### config.mk
export PLATFORM = sky130hd
export DESIGN_NAME = cobra_step_ctrl
export DESIGN_NICKNAME = d
export VERILOG_FILES = /design/src/rtl/cobra_step_pkg.sv /design/src/rtl/cobra_step_ctrl_rise_detect.sv /design/src/rtl/cobra_step_ctrl.sv
export SDC_FILE = /design/constraint.sdc
export NUM_CORES = 1
export LEC_CHECK = 0
export BUFFER_PORTS_ARGS = -buffer_cell sky130_fd_sc_hd__buf_2
export CAP_MARGIN = 20
export CORE_UTILIZATION = 29
export CTS_CLUSTER_DIAMETER = 30
export DETAILED_ROUTE_END_ITERATION = 8
export PLACE_DENSITY = 0.5
export SLEW_MARGIN = 20
export SYNTH_ARGS = -nofsm -noshare
export SYNTH_HDL_FRONTEND = slang
export SYNTH_SLANG_ARGS = --single-unit
export TNS_END_PERCENT = 50
### constraint.sdc
create_clock -name clk_i -period 7.9 [get_ports clk_i]
set_clock_uncertainty 0.2 [all_clocks]
set_input_delay 0.79 -clock clk_i [delete_from_list [all_inputs] [get_ports clk_i]]
set_output_delay 0.79 -clock clk_i [all_outputs]
set_load 0.02 [all_outputs]
### src/rtl/cobra_step_pkg.sv
// Shared types and constants for the CYBERcobra core clock stepper.
package cobra_step_pkg;

  typedef enum logic [1:0] {
    IDLE = 2'd0,
    HIGH = 2'd1,
    LOW  = 2'd2
  } step_state_t;

  localparam int RATE_BASE_DEFAULT = 10;
  localparam int STEP_CNT_W        = 16;
  localparam int RATE_W            = 4;

  // Period counter must hold 2**(rate_base + max rate) without overflow.
  function automatic int per_cnt_width(input int rate_base);
    return rate_base + (1 << RATE_W);
  endfunction

endpackage

### src/rtl/cobra_step_ctrl_rise_detect.sv
// Rising-edge detector for an already synchronised, debounced level.
module rise_detect (
  input  logic clk_i,
  input  logic arstn_i,
  input  logic level_i,
  output logic rise_o
);

  logic level_q;

  // Previous-cycle copy of the level.
  always_ff @(posedge clk_i or negedge arstn_i) begin
    if (!arstn_i) begin
      level_q <= 1'b0;
    end else begin
      level_q <= level_i;
    end
  end

  assign rise_o = level_i & ~level_q;

endmodule

### src/rtl/cobra_step_ctrl.sv
// Core clock generator: single-step or free-run pulse train from debounced buttons.
// Optional breakpoint halt enabled by defining COBRA_STEP_BREAKPOINT_EN.
module cobra_step_ctrl
  import cobra_step_pkg::*;
#(
  parameter int PULSE_CYCLES = 50,
  parameter int ADDR_W       = 32,
  parameter int RATE_BASE    = RATE_BASE_DEFAULT
) (
  input  logic                  clk_i,
  input  logic                  arstn_i,
  input  logic                  step_i,
  input  logic                  run_i,
  input  logic [RATE_W-1:0]     rate_i,
  input  logic                  bp_en_i,
  input  logic [ADDR_W-1:0]     bp_addr_i,
  input  logic [ADDR_W-1:0]     instr_addr_i,
  output logic                  cpu_clk_o,
  output logic                  running_o,
  output logic                  halted_o,
  output logic [STEP_CNT_W-1:0] step_cnt_o
);

  localparam int PW    = (PULSE_CYCLES > 1) ? $clog2(PULSE_CYCLES) : 1;
  localparam int PER_W = per_cnt_width(RATE_BASE);
  localparam logic [PW-1:0]    PULSE_LAST = PW'(PULSE_CYCLES - 1);
  localparam logic [PW-1:0]    PULSE_ONE  = PW'(1'b1);
  localparam logic [PER_W-1:0] PER_ONE    = PER_W'(1'b1);
  localparam logic [STEP_CNT_W-1:0] CNT_ONE = STEP_CNT_W'(1'b1);

  step_state_t             state_q, state_d;
  logic [PW-1:0]           pulse_cnt_q, pulse_cnt_d;
  logic [PER_W-1:0]        per_cnt_q, per_cnt_d;
  logic [PER_W-1:0]        per_tgt_s;
  logic                    running_q, running_d;
  logic                    halted_q, halted_d;
  logic                    cpu_clk_q, cpu_clk_d;
  logic [STEP_CNT_W-1:0]   step_cnt_q, step_cnt_d;
  logic                    step_rise_s, run_rise_s;
  logic                    pulse_last_s, issue_s, bp_hit_s;

  rise_detect u_step_rise (
    .clk_i   (clk_i),
    .arstn_i (arstn_i),
    .level_i (step_i),
    .rise_o  (step_rise_s)
  );

  rise_detect u_run_rise (
    .clk_i   (clk_i),
    .arstn_i (arstn_i),
    .level_i (run_i),
    .rise_o  (run_rise_s)
  );

  assign per_tgt_s    = (PER_ONE << (RATE_BASE + int'(rate_i))) - PER_ONE;
  assign pulse_last_s = (pulse_cnt_q == PULSE_LAST);

  // A run toggle in the same cycle suppresses any issue, so a coincident step is dropped.
  assign issue_s = (state_q == IDLE) & ~run_rise_s &
                   ((step_rise_s & ~running_q) | (running_q & (per_cnt_q >= per_tgt_s)));

`ifdef COBRA_STEP_BREAKPOINT_EN
  assign bp_hit_s = (state_q == LOW) & pulse_last_s & running_q & bp_en_i &
                    (instr_addr_i == bp_addr_i);
`else
  logic unused_bp_s;
  assign unused_bp_s = ^{bp_en_i, bp_addr_i, instr_addr_i};
  assign bp_hit_s    = 1'b0;
`endif

  // Pulse FSM: next state, in-phase counter and registered clock level.
  always_comb begin
    state_d     = state_q;
    pulse_cnt_d = pulse_cnt_q;
    case (state_q)
      IDLE: begin
        if (issue_s) begin
          state_d     = HIGH;
          pulse_cnt_d = '0;
        end else begin
          state_d     = IDLE;
        end
      end
      HIGH: begin
        if (pulse_last_s) begin
          state_d     = LOW;
          pulse_cnt_d = '0;
        end else begin
          pulse_cnt_d = pulse_cnt_q + PULSE_ONE;
        end
      end
      LOW: begin
        if (pulse_last_s) begin
          state_d     = IDLE;
          pulse_cnt_d = '0;
        end else begin
          pulse_cnt_d = pulse_cnt_q + PULSE_ONE;
        end
      end
      default: begin
        state_d     = IDLE;
        pulse_cnt_d = '0;
      end
    endcase
    cpu_clk_d = (state_d == HIGH);
  end

  // Run/halt flags, free-run period counter and issued-pulse counter.
  always_comb begin
    running_d  = running_q;
    halted_d   = halted_q;
    per_cnt_d  = per_cnt_q;
    step_cnt_d = step_cnt_q;

    if (bp_hit_s) begin
      running_d = 1'b0;
      halted_d  = 1'b1;
    end else if (run_rise_s) begin
      running_d = ~running_q;
      halted_d  = 1'b0;
    end else if (step_rise_s) begin
      halted_d  = 1'b0;
    end else begin
      halted_d  = halted_q;
    end

    // Saturating at the live target lets a lowered rate fire at the next IDLE.
    if (run_rise_s || issue_s) begin
      per_cnt_d = '0;
    end else if (running_q && (per_cnt_q < per_tgt_s)) begin
      per_cnt_d = per_cnt_q + PER_ONE;
    end else if (running_q) begin
      per_cnt_d = per_tgt_s;
    end else begin
      per_cnt_d = per_cnt_q;
    end

    if (issue_s) begin
      step_cnt_d = step_cnt_q + CNT_ONE;
    end else begin
      step_cnt_d = step_cnt_q;
    end
  end

  // State and output registers; reset drops the core clock immediately.
  always_ff @(posedge clk_i or negedge arstn_i) begin
    if (!arstn_i) begin
      state_q     <= IDLE;
      pulse_cnt_q <= '0;
      per_cnt_q   <= '0;
      running_q   <= 1'b0;
      halted_q    <= 1'b0;
      cpu_clk_q   <= 1'b0;
      step_cnt_q  <= '0;
    end else begin
      state_q     <= state_d;
      pulse_cnt_q <= pulse_cnt_d;
      per_cnt_q   <= per_cnt_d;
      running_q   <= running_d;
      halted_q    <= halted_d;
      cpu_clk_q   <= cpu_clk_d;
      step_cnt_q  <= step_cnt_d;
    end
  end

  assign cpu_clk_o  = cpu_clk_q;
  assign running_o  = running_q;
  assign halted_o   = halted_q;
  assign step_cnt_o = step_cnt_q;

endmodule

Yosys cells after proc, flatten, opt, wreduce, memory -nomap -nowiden
Cells that the tools add are included.
- reduce and logical (&&, ||, !) cells: 6
- div/mod/pow operators: 0
- multiply operators: 0
- multiplexer cells: 12
- $lt $le $gt $ge: 2
- bitwise gates (word level): 11
- equality and inequality tests: 5
- add/sub/neg operators: 5
- shifts and indexed selects: 1
- operators by type and width (cell ; number):
    $mux 26 ; 3
    $add 26x1->26 const B ; 1
    $ge 26x26->1 ; 1
    $lt 26x26->1 ; 1
    $shl 1x5->26 const A ; 1
    $sub 26x1->26 const B ; 1
    $add 16x1->16 const B ; 1
    $mux 6 ; 2
    $pmux 6 s2 ; 1
    $add 6x1->6 const B ; 1
    $and 1x1->1 ; 6
    $eq 6x6->1 const B ; 1
    $pmux 2 s3 ; 1
    $add 4x4->5 const A ; 1
    $eq 2x1->1 const B ; 2
    $mux 2 ; 2
    $not 1->1 ; 4
    $mux 1 ; 3
    $reduce_bool 3->1 ; 1
    $eq 2x2->1 const B ; 1
    $logic_not 2->1 ; 1
    $ne 2x2->1 const B ; 1
    $reduce_bool 2->1 ; 1
    $reduce_or 2->1 ; 1
    other kinds (3) ; 3
- latch bits: 0
- flip-flop bits (word level): 55
- memory bits (read-only): 0
- word-level logic and storage cells: 51
- input bits: 73
- RAM bits: 0
- memories kept: 0

Longest topological paths before layout
Gate-level depths: netlist of run 1.
- depth after elaboration: 10
- gate-level depth with buffers: 22
- depth with buffers taken out: 19

Modules after synthesis
Synthesis of run 1 repeated with hierarchy kept, for this count alone.
- cell total of the unflattened synthesis: 529
- area, all modules: 4334.2 sq um
- modules (own cells, without submodules) (module ; times used ; seq. area each (sq um) ; area an instance (sq um) ; cells an instance):
    cobra_step_ctrl ; 1 ; 1301.2 ; 4256.6 ; 525
    rise_detect ; 2 ; 25.0 ; 38.8 ; 2

Least setup slack after synthesis of run 1
OpenSTA, ideal clock, no wires.
- kind: input port to flip-flop
- start: in rate_i[1]
- end: reg per_cnt_q[15]
- setup slack: 2.914 ns
- arrival time: 4.704 ns
- library setup time: 0.082 ns
- stages: 18
- buffers on the path: 1
- path through: ha_1 -> buf_2 -> nor3b_1 -> nand2_1 -> ha_1 -> and2_1 -> a22oi_2 -> nor3_1 -> o221ai_1 -> xor2_1 -> ha_1 -> a21oi_1 -> nand2_1 -> a211oi_2 -> and4_4 -> nand2_4 -> or4_1 -> a31oi_1
- longest elaborated chain between the ends: 9
- RTL lines (what ; line ; source):
    start: declaration ; cobra_step_ctrl.sv:14 ; input logic [RATE_W-1:0] rate_i,
    $add 4x4->5 (*) ; cobra_step_ctrl.sv:56 ; assign per_tgt_s = (PER_ONE << (RATE_BASE + int'(rate_i))) - PER_ONE;
    $shl 1x5->26 (*) ; cobra_step_ctrl.sv:56 ;
    $sub 26x1->26 (*) ; cobra_step_ctrl.sv:56 ;
    $ge 26x26->1 ; cobra_step_ctrl.sv:61 ; ((step_rise_s & ~running_q) | (running_q & (per_cnt_q >= per_tgt_s)));
    $and 1x1->1 ; cobra_step_ctrl.sv:61 ;
    $or 1x1->1 ; cobra_step_ctrl.sv:61 ;
    $and 1x1->1 ; cobra_step_ctrl.sv:60 ; assign issue_s = (state_q == IDLE) & ~run_rise_s &
    $logic_or 1x1->1 ; cobra_step_ctrl.sv:129 ; if (run_rise_s || issue_s) begin
    $reduce_bool 3->1 (no source line) / $mux 26 (equally long branches) ; - ;
    end signal: assignment ; cobra_step_ctrl.sv:159 ; per_cnt_q <= per_cnt_d;
    end: declaration ; cobra_step_ctrl.sv:33 ; logic [PER_W-1:0] per_cnt_q, per_cnt_d;
Every way passes the cells marked *; elsewhere a longest branch is shown, timed or not. The select of a mux whose other input is x is not followed.
A chain may end at the register's enable or synchronous reset.

Final worst setup path of run 1
- start: in rate_i[1]
- end: reg pulse_cnt_q[0]
- longest elaborated chain between the ends: 8
- RTL lines (what ; line ; source):
    $add 4x4->5 ; cobra_step_ctrl.sv:56 ;
    $shl 1x5->26 ; cobra_step_ctrl.sv:56 ;
    $sub 26x1->26 ; cobra_step_ctrl.sv:56 ;
    $ge 26x26->1 ; cobra_step_ctrl.sv:61 ;
    $and 1x1->1 ; cobra_step_ctrl.sv:61 ;
    $or 1x1->1 ; cobra_step_ctrl.sv:61 ;
    $and 1x1->1 ; cobra_step_ctrl.sv:60 ;
    $ne 2x2->1 (no source line) ; - ;
    end signal: assignment ; cobra_step_ctrl.sv:158 ; pulse_cnt_q <= pulse_cnt_d;
    end: declaration ; cobra_step_ctrl.sv:32 ; logic [PW-1:0] pulse_cnt_q, pulse_cnt_d;
No other way between the ends.

==> results of run 1 <==
-- path summary, 6_finish.rpt --
kind | from | end | slack (ps) | cells after the start
max | rate_i[1] | pulse_cnt_q[0] | 1600 | 20
min | step_cnt_o[15] | step_cnt_o[15] | 280 | 1
max reg2reg | per_cnt_q[24] | pulse_cnt_q[0] | 4770 | 9
min reg2reg | step_cnt_o[15] | step_cnt_o[15] | 280 | 1
max in group asynchronous | arstn_i | running_o | 6590 | 2
min in group asynchronous | arstn_i | step_cnt_o[10] | 440 | 2
-- power by group through the flow --
stage / Combinational [mW] / Clock, mW / Sequential, mW
final: 0.638 / 0.233 / 0.421
after global routing: 0.716 / 0.252 / 0.431
after CTS: 0.635 / 0.241 / 0.418
after detailed placement: 0.630 / 0 / 0.424
after global placement: 0.617 / 0 / 0.422
after floorplan: 0.497 / 0 / 0.404
-- cell type report --
| cell class | instances | area, um^2 |
|---|---|---|
| repair buffers | 32 | 178 |
| clock buffers | 5 | 125 |
| flip-flops and latches | 54 | 1350 |
| well taps | 184 | 230 |
| inverters | 28 | 105 |
| clock inverters | 3 | 22.5 |
| fillers | 1518 | 9880 |
| multi-input cells | 412 | 2810 |
-- through the flow --
| step | area (um^2) | power, mW | cells |
|---|---|---|---|
| 5_1_grt | 4820 | 1.40 | 718 |
| 6_report | 4820 | 1.29 | 718 |
| 2_1_floorplan | 4410 | 0.901 | 522 |
| 3_5_place_dp | 4670 | 1.05 | 710 |
| 3_3_place_gp | 4670 | 1.04 | 710 |
| 4_1_cts | 4820 | 1.29 | 718 |
-- per-layer routing --
layer	global-route usage (%)	vias up	share of wire, %
li1	-	1973	-
met1	22.8	1996	50
met2	26.8	106	46
met3	1.80	7	3.6
met4	3.59	0	0.79
met5	0	-	0
-- sequential cells by signal, summed over array words and instances, names as in the netlist --
signal and flops:
pulse_cnt_q 6, u_run_rise.level_q 1, running_o 1, step_cnt_o 16, per_cnt_q 26, u_step_rise.level_q 1, state_q 2, cpu_clk_o 1
-- critical path, delay by kind of cell --
family | cells | cell delay [ps]
adders and majority gates | 3 | 1540
and+or+nand+nor | 7 | 1470
AOI/OAI and AO/OA | 5 | 1180
buffers and inverters | 3 | 610
muxes | 1 | 360
xor gates and xnor gates | 1 | 290
-- cells in the mapped netlist, drive strengths merged, types with 8 or more instances --
master	n
a21o	8
a21oi	46
a31oi	20
and3	21
buf	23
dfrtp	54
ha	36
inv	28
nand2	40
nand2b	10
nand3	25
nand4	12
nor2	30
nor3	19
o21ai	19
o22ai	16
xnor2	16
-- kinds of logic after synthesis --
| family | share of synthesized area, % |
|---|---|
| muxes | 0.738 |
| other | 0.0850 |
| xor gates and xnor gates | 4.17 |
| DFF | 30.6 |
| AOI/OAI and AO/OA | 24.8 |
| buffers and inverters | 5.70 |
| adders and majority gates | 10.2 |
| and+or+nand+nor | 23.6 |
==> results.toml, run 1 <==
[critical_path]
cp-end-kind = "register"
path_class = "input pin to register"
critPathMaxFanout = 20
cp_common_cell = "ha_1"
critPathLaunchType = "input pin"
critPathRequiredTime_ps = 7890
cpPeakStageDelay_ps = 720
slowest_stage = "ha_1"
crit_arrival_ps = 6290
worstPathCellList = "buf_2 -> ha_1 -> nor3b_1 -> buf_4 -> nand2_1 -> ha_1 -> and2_1 -> a22oi_2 -> nor3_1 -> o221ai_1 -> xor2_1 -> ha_1 -> a21oi_1 -> nand2_1 -> a211oi_2 -> nand4_4 -> o21ai_2 -> buf_4 -> and2_1 -> mux2_2"

[job]
max_cap_violations = 0

[detailed_routing]
first_iter_violations = 210
drt_first_pass_iters = 5
drc = 0
vias = 4082
postRouteAntennaNets = 0
totalWireLength_um = 12000
avgViaCountPerCell = 5.69
routedWlPerCell_um = 16.8

[clock_tree]
cts_root_buffer = "clkbuf_16"
clk_pin_slew_worst_paths_ps = 80
cts_sinks = 54
cts_max_level = 2
post_cts_resized = 0
numCtsBuffers = 5
cts.path.max_buffers = 2
cts_setup_buffers = 0
hold_buffers = 0
clock_latency_ps = 300
cts_tree = "yes"

[sta]
setup_viol = 0
setup_tns_ps = 0
setup_ws_ps = 1600
period_minus_slack_ps = 6300
worst_hold_slack_ps = 276
period_share_pct = 79.7
slew_headroom_pct = 44.3
hold_viol_final = 0
tightest_slew_ps = 831
rsz0062_at_grt = "false"
maxSlewViolCount = 0
fmax_mhz = 159

[synth]
netlist_area_mm2 = 0.00441
ys_ff_latch = 54
synth_cell_types = 69
synth_top_flop_cell = "dfrtp_1"
synth_area_leaders = "dfrtp_1, ha_1, a21oi_1"
synth_edf_count = 0
yosysSeqAreaShare_pct = 30.6
ys_warn_count = 0
yosys.area.top_type = "dfrtp_1"
async_reset_ff_share_pct = 100
syn_nets = 631
syn_area_per_cell_um2 = 8.45
syn-instance-count = 522
synth_top_area_share_pct = 30.6

[floorplanning]
dieArea_mm2 = 0.0157
ioPinCount = 92
die_w_um = 125
start_util_pct = 30.0
fp.coreArea_mm2 = 0.0147
die_y_um = 125
rows = 44

[global_route]
antenna_found_initial = 0
grt_pass1_vias = 4019
grt_max_degree = 55
grt-ovfl-total = 0
grt_pass1_wl_um = 20800
track_usage_pct = 16.2

[layout]
fin_nets = 642
mostFrequentLayoutCell = "dfrtp_1"
post-route-util_pct = 32.8
layout_common_cells = "dfrtp_1, a21oi_1, nand2_1, ha_1, nor2_1"
synthToLayoutAreaGrowth_pct = 9.28
antenna_cells = 0
final_layout_size_suffix_gt1_share_pct = 11.4

[pwr]
ir_drop_mv = 0.0947
seq_power_share_pct = 32.6
p_clk_share_pct = 18.1
p_leak_nw = 2.19
p_int_mw = 0.705
switching_share_pct = 45.5
p_per_area_mw_per_mm2 = 268
comb_power_share_pct = 49.4
switching_power_mw = 0.587

[placement]
dp_slack_ps = 1370
gp_congestion = 0.826
port_buffers = 25
dp_hpwl_um = 8340

[hold_path]
hp-class = "register to register"

[run_status]
outcome = "finished, final reports clean"
No activity file was read; power rests on OpenSTA's default activity.
==> run 2, diff against run 1 <==
PLACE_DENSITY = 0.51   (was 0.5)
clock period = 5.6 ns   (was 7.9 ns; I/O delays follow)
==> results.toml, run 2 (synthesized netlist as in run 1, its figures left out) <==
[run_status]
outcome = "finished, final reports clean"

[clock_tree]
clock_latency_ps = 300
cts.path.max_buffers = 2
hold_buffers = 0
cts_setup_buffers = 0
numCtsBuffers = 5
cts_tree = "yes"
clk_pin_slew_worst_paths_ps = 70
cts_sinks = 54
cts_root_buffer = "clkbuf_16"
post_cts_resized = 0
cts_max_level = 2

[global_route]
grt_max_degree = 55
antenna_found_initial = 0
grt_pass1_vias = 3980
grt-ovfl-total = 0
grt_pass1_wl_um = 20100
track_usage_pct = 15.8

[sta]
setup_ws_ps = 593
period_minus_slack_ps = 5010
slew_headroom_pct = 44.2
period_share_pct = 89.4
setup_viol = 0
tightest_slew_ps = 833
hold_viol_final = 0
maxSlewViolCount = 0
rsz0062_at_grt = "false"
setup_tns_ps = 0
fmax_mhz = 200

[critical_path]
crit_arrival_ps = 4990
cp_common_cell = "ha_1"
path_buf_inv = 2
path_class = "input pin to register"
cpPeakStageDelay_ps = 670
critPathRequiredTime_ps = 5580
crit_family = "simple AND/OR/NAND/NOR gates"
worstPathCellList = "buf_2 -> ha_1 -> nor2b_1 -> nand2_1 -> inv_1 -> nand2_1 -> ha_1 -> and2_1 -> a22oi_2 -> nor3_1 -> o221ai_1 -> xor2_1 -> ha_1 -> nand4_2 -> or3_4 -> and4_4 -> o211ai_4 -> o22ai_1 -> o2bb2ai_1"
cp-end-kind = "register"
critPathMaxFanout = 26
critPathLaunchType = "input pin"
slowest_stage = "o211ai_4"

[detailed_routing]
drt_first_pass_iters = 4
totalWireLength_um = 11900
routedWlPerCell_um = 16.4
first_iter_violations = 277
postRouteAntennaNets = 0
vias = 4035
drc = 0
avgViaCountPerCell = 5.56

[layout]
post-route-util_pct = 33.5
area.sequential_mm2 = 0.00135
regMostFlops = "per_cnt_q"
synthToLayoutAreaGrowth_pct = 11.6
mostFrequentLayoutCell = "dfrtp_1"
final_layout_size_suffix_gt1_share_pct = 12.7
multi_input_area_mm2 = 0.00281
stdcell_count = 726
filler_cell_count = 1541
largest_reg_flops = 26
stdcell_area_mm2 = 0.00492
layout_common_cells = "dfrtp_1, a21oi_1, nand2_1, ha_1, nor2_1"
antenna_cells = 0
fin_nets = 651

[placement]
gp_congestion = 0.830
dp_hpwl_um = 8820
place_area_mm2 = 0.00475
port_buffers = 25
dpl.cell_count = 719
dp_slack_ps = 308

[job]
max_cap_violations = 0

[floorplanning]
start_util_pct = 30.0
ioPinCount = 92
dieArea_mm2 = 0.0157
rows = 44
die_y_um = 125
die_w_um = 125
fp.coreArea_mm2 = 0.0147

[hold_path]
hp-class = "input pin to register"

[pwr]
ir_drop_mv = 0.171
p_leak_nw = 2.24
p_per_area_mw_per_mm2 = 385
[run 2: cell types whose count changed in the layout (fill, tap and decap cells not counted)]
cell       previous run  this run
bufinv_16             0         1
clkinv_2              1         0
inv_6                 2         0
buf_12                0         1
clkbuf_8              0         1
buf_4                 7        15
[run 2: worst reg2reg max path, stage by stage, from the launching register on]
cell	delay (ps)
dfrtp_1	430
ha_1	350
a211o_1	260
a31oi_1	150
o21ai_1	200
o21ai_2	540
nand2_4	170
or4_1	500
a31oi_1	190
[run 2: power by group]
group | switching [mW] | total (mW) | internal (mW)
Clock | 0.144 | 0.366 | 0.221
Combinational | 0.552 | 0.934 | 0.382
Sequential | 0.115 | 0.594 | 0.480
[run 2: cell type report]
class | instances | area share (%)
clock buffers | 6 | 2.82
clock inverters | 1 | 0.610
inverters | 28 | 2.14
multi-input cells | 412 | 57.0
flip-flops and latches | 54 | 27.5
well taps | 184 | 4.68
repair buffers | 41 | 5.24
[run 2: per-layer routing]
layer	vias up	track usage (%)	part of all wire [%]	wire, um
met3	11	2.31	4.5	534
met2	87	25.6	46	5420
li1	1983	-	-	-
met1	1954	22.0	49	5810
met5	-	0	0	0
met4	0	4.02	1.2	143
[run 2: final timing paths]
path	startpoint	to	slack, ps	depth (start not counted)
max	rate_i[2]	per_cnt_q[12]	590	19
min	run_i	u_run_rise.level_q	180	1
max reg2reg	per_cnt_q[5]	per_cnt_q[15]	2520	8
min reg2reg	step_cnt_o[15]	step_cnt_o[15]	270	1
max in group asynchronous	arstn_i	per_cnt_q[4]	4530	2
min in group asynchronous	arstn_i	step_cnt_o[11]	200	2
[run 2: stage by stage]
stage	power (mW)	hold slack (ps)
after CTS	1.91	177
after global placement	1.51	262
final	1.89	183
after floorplan	1.27	64.4
after global routing	2.04	179
after detailed placement	1.53	273
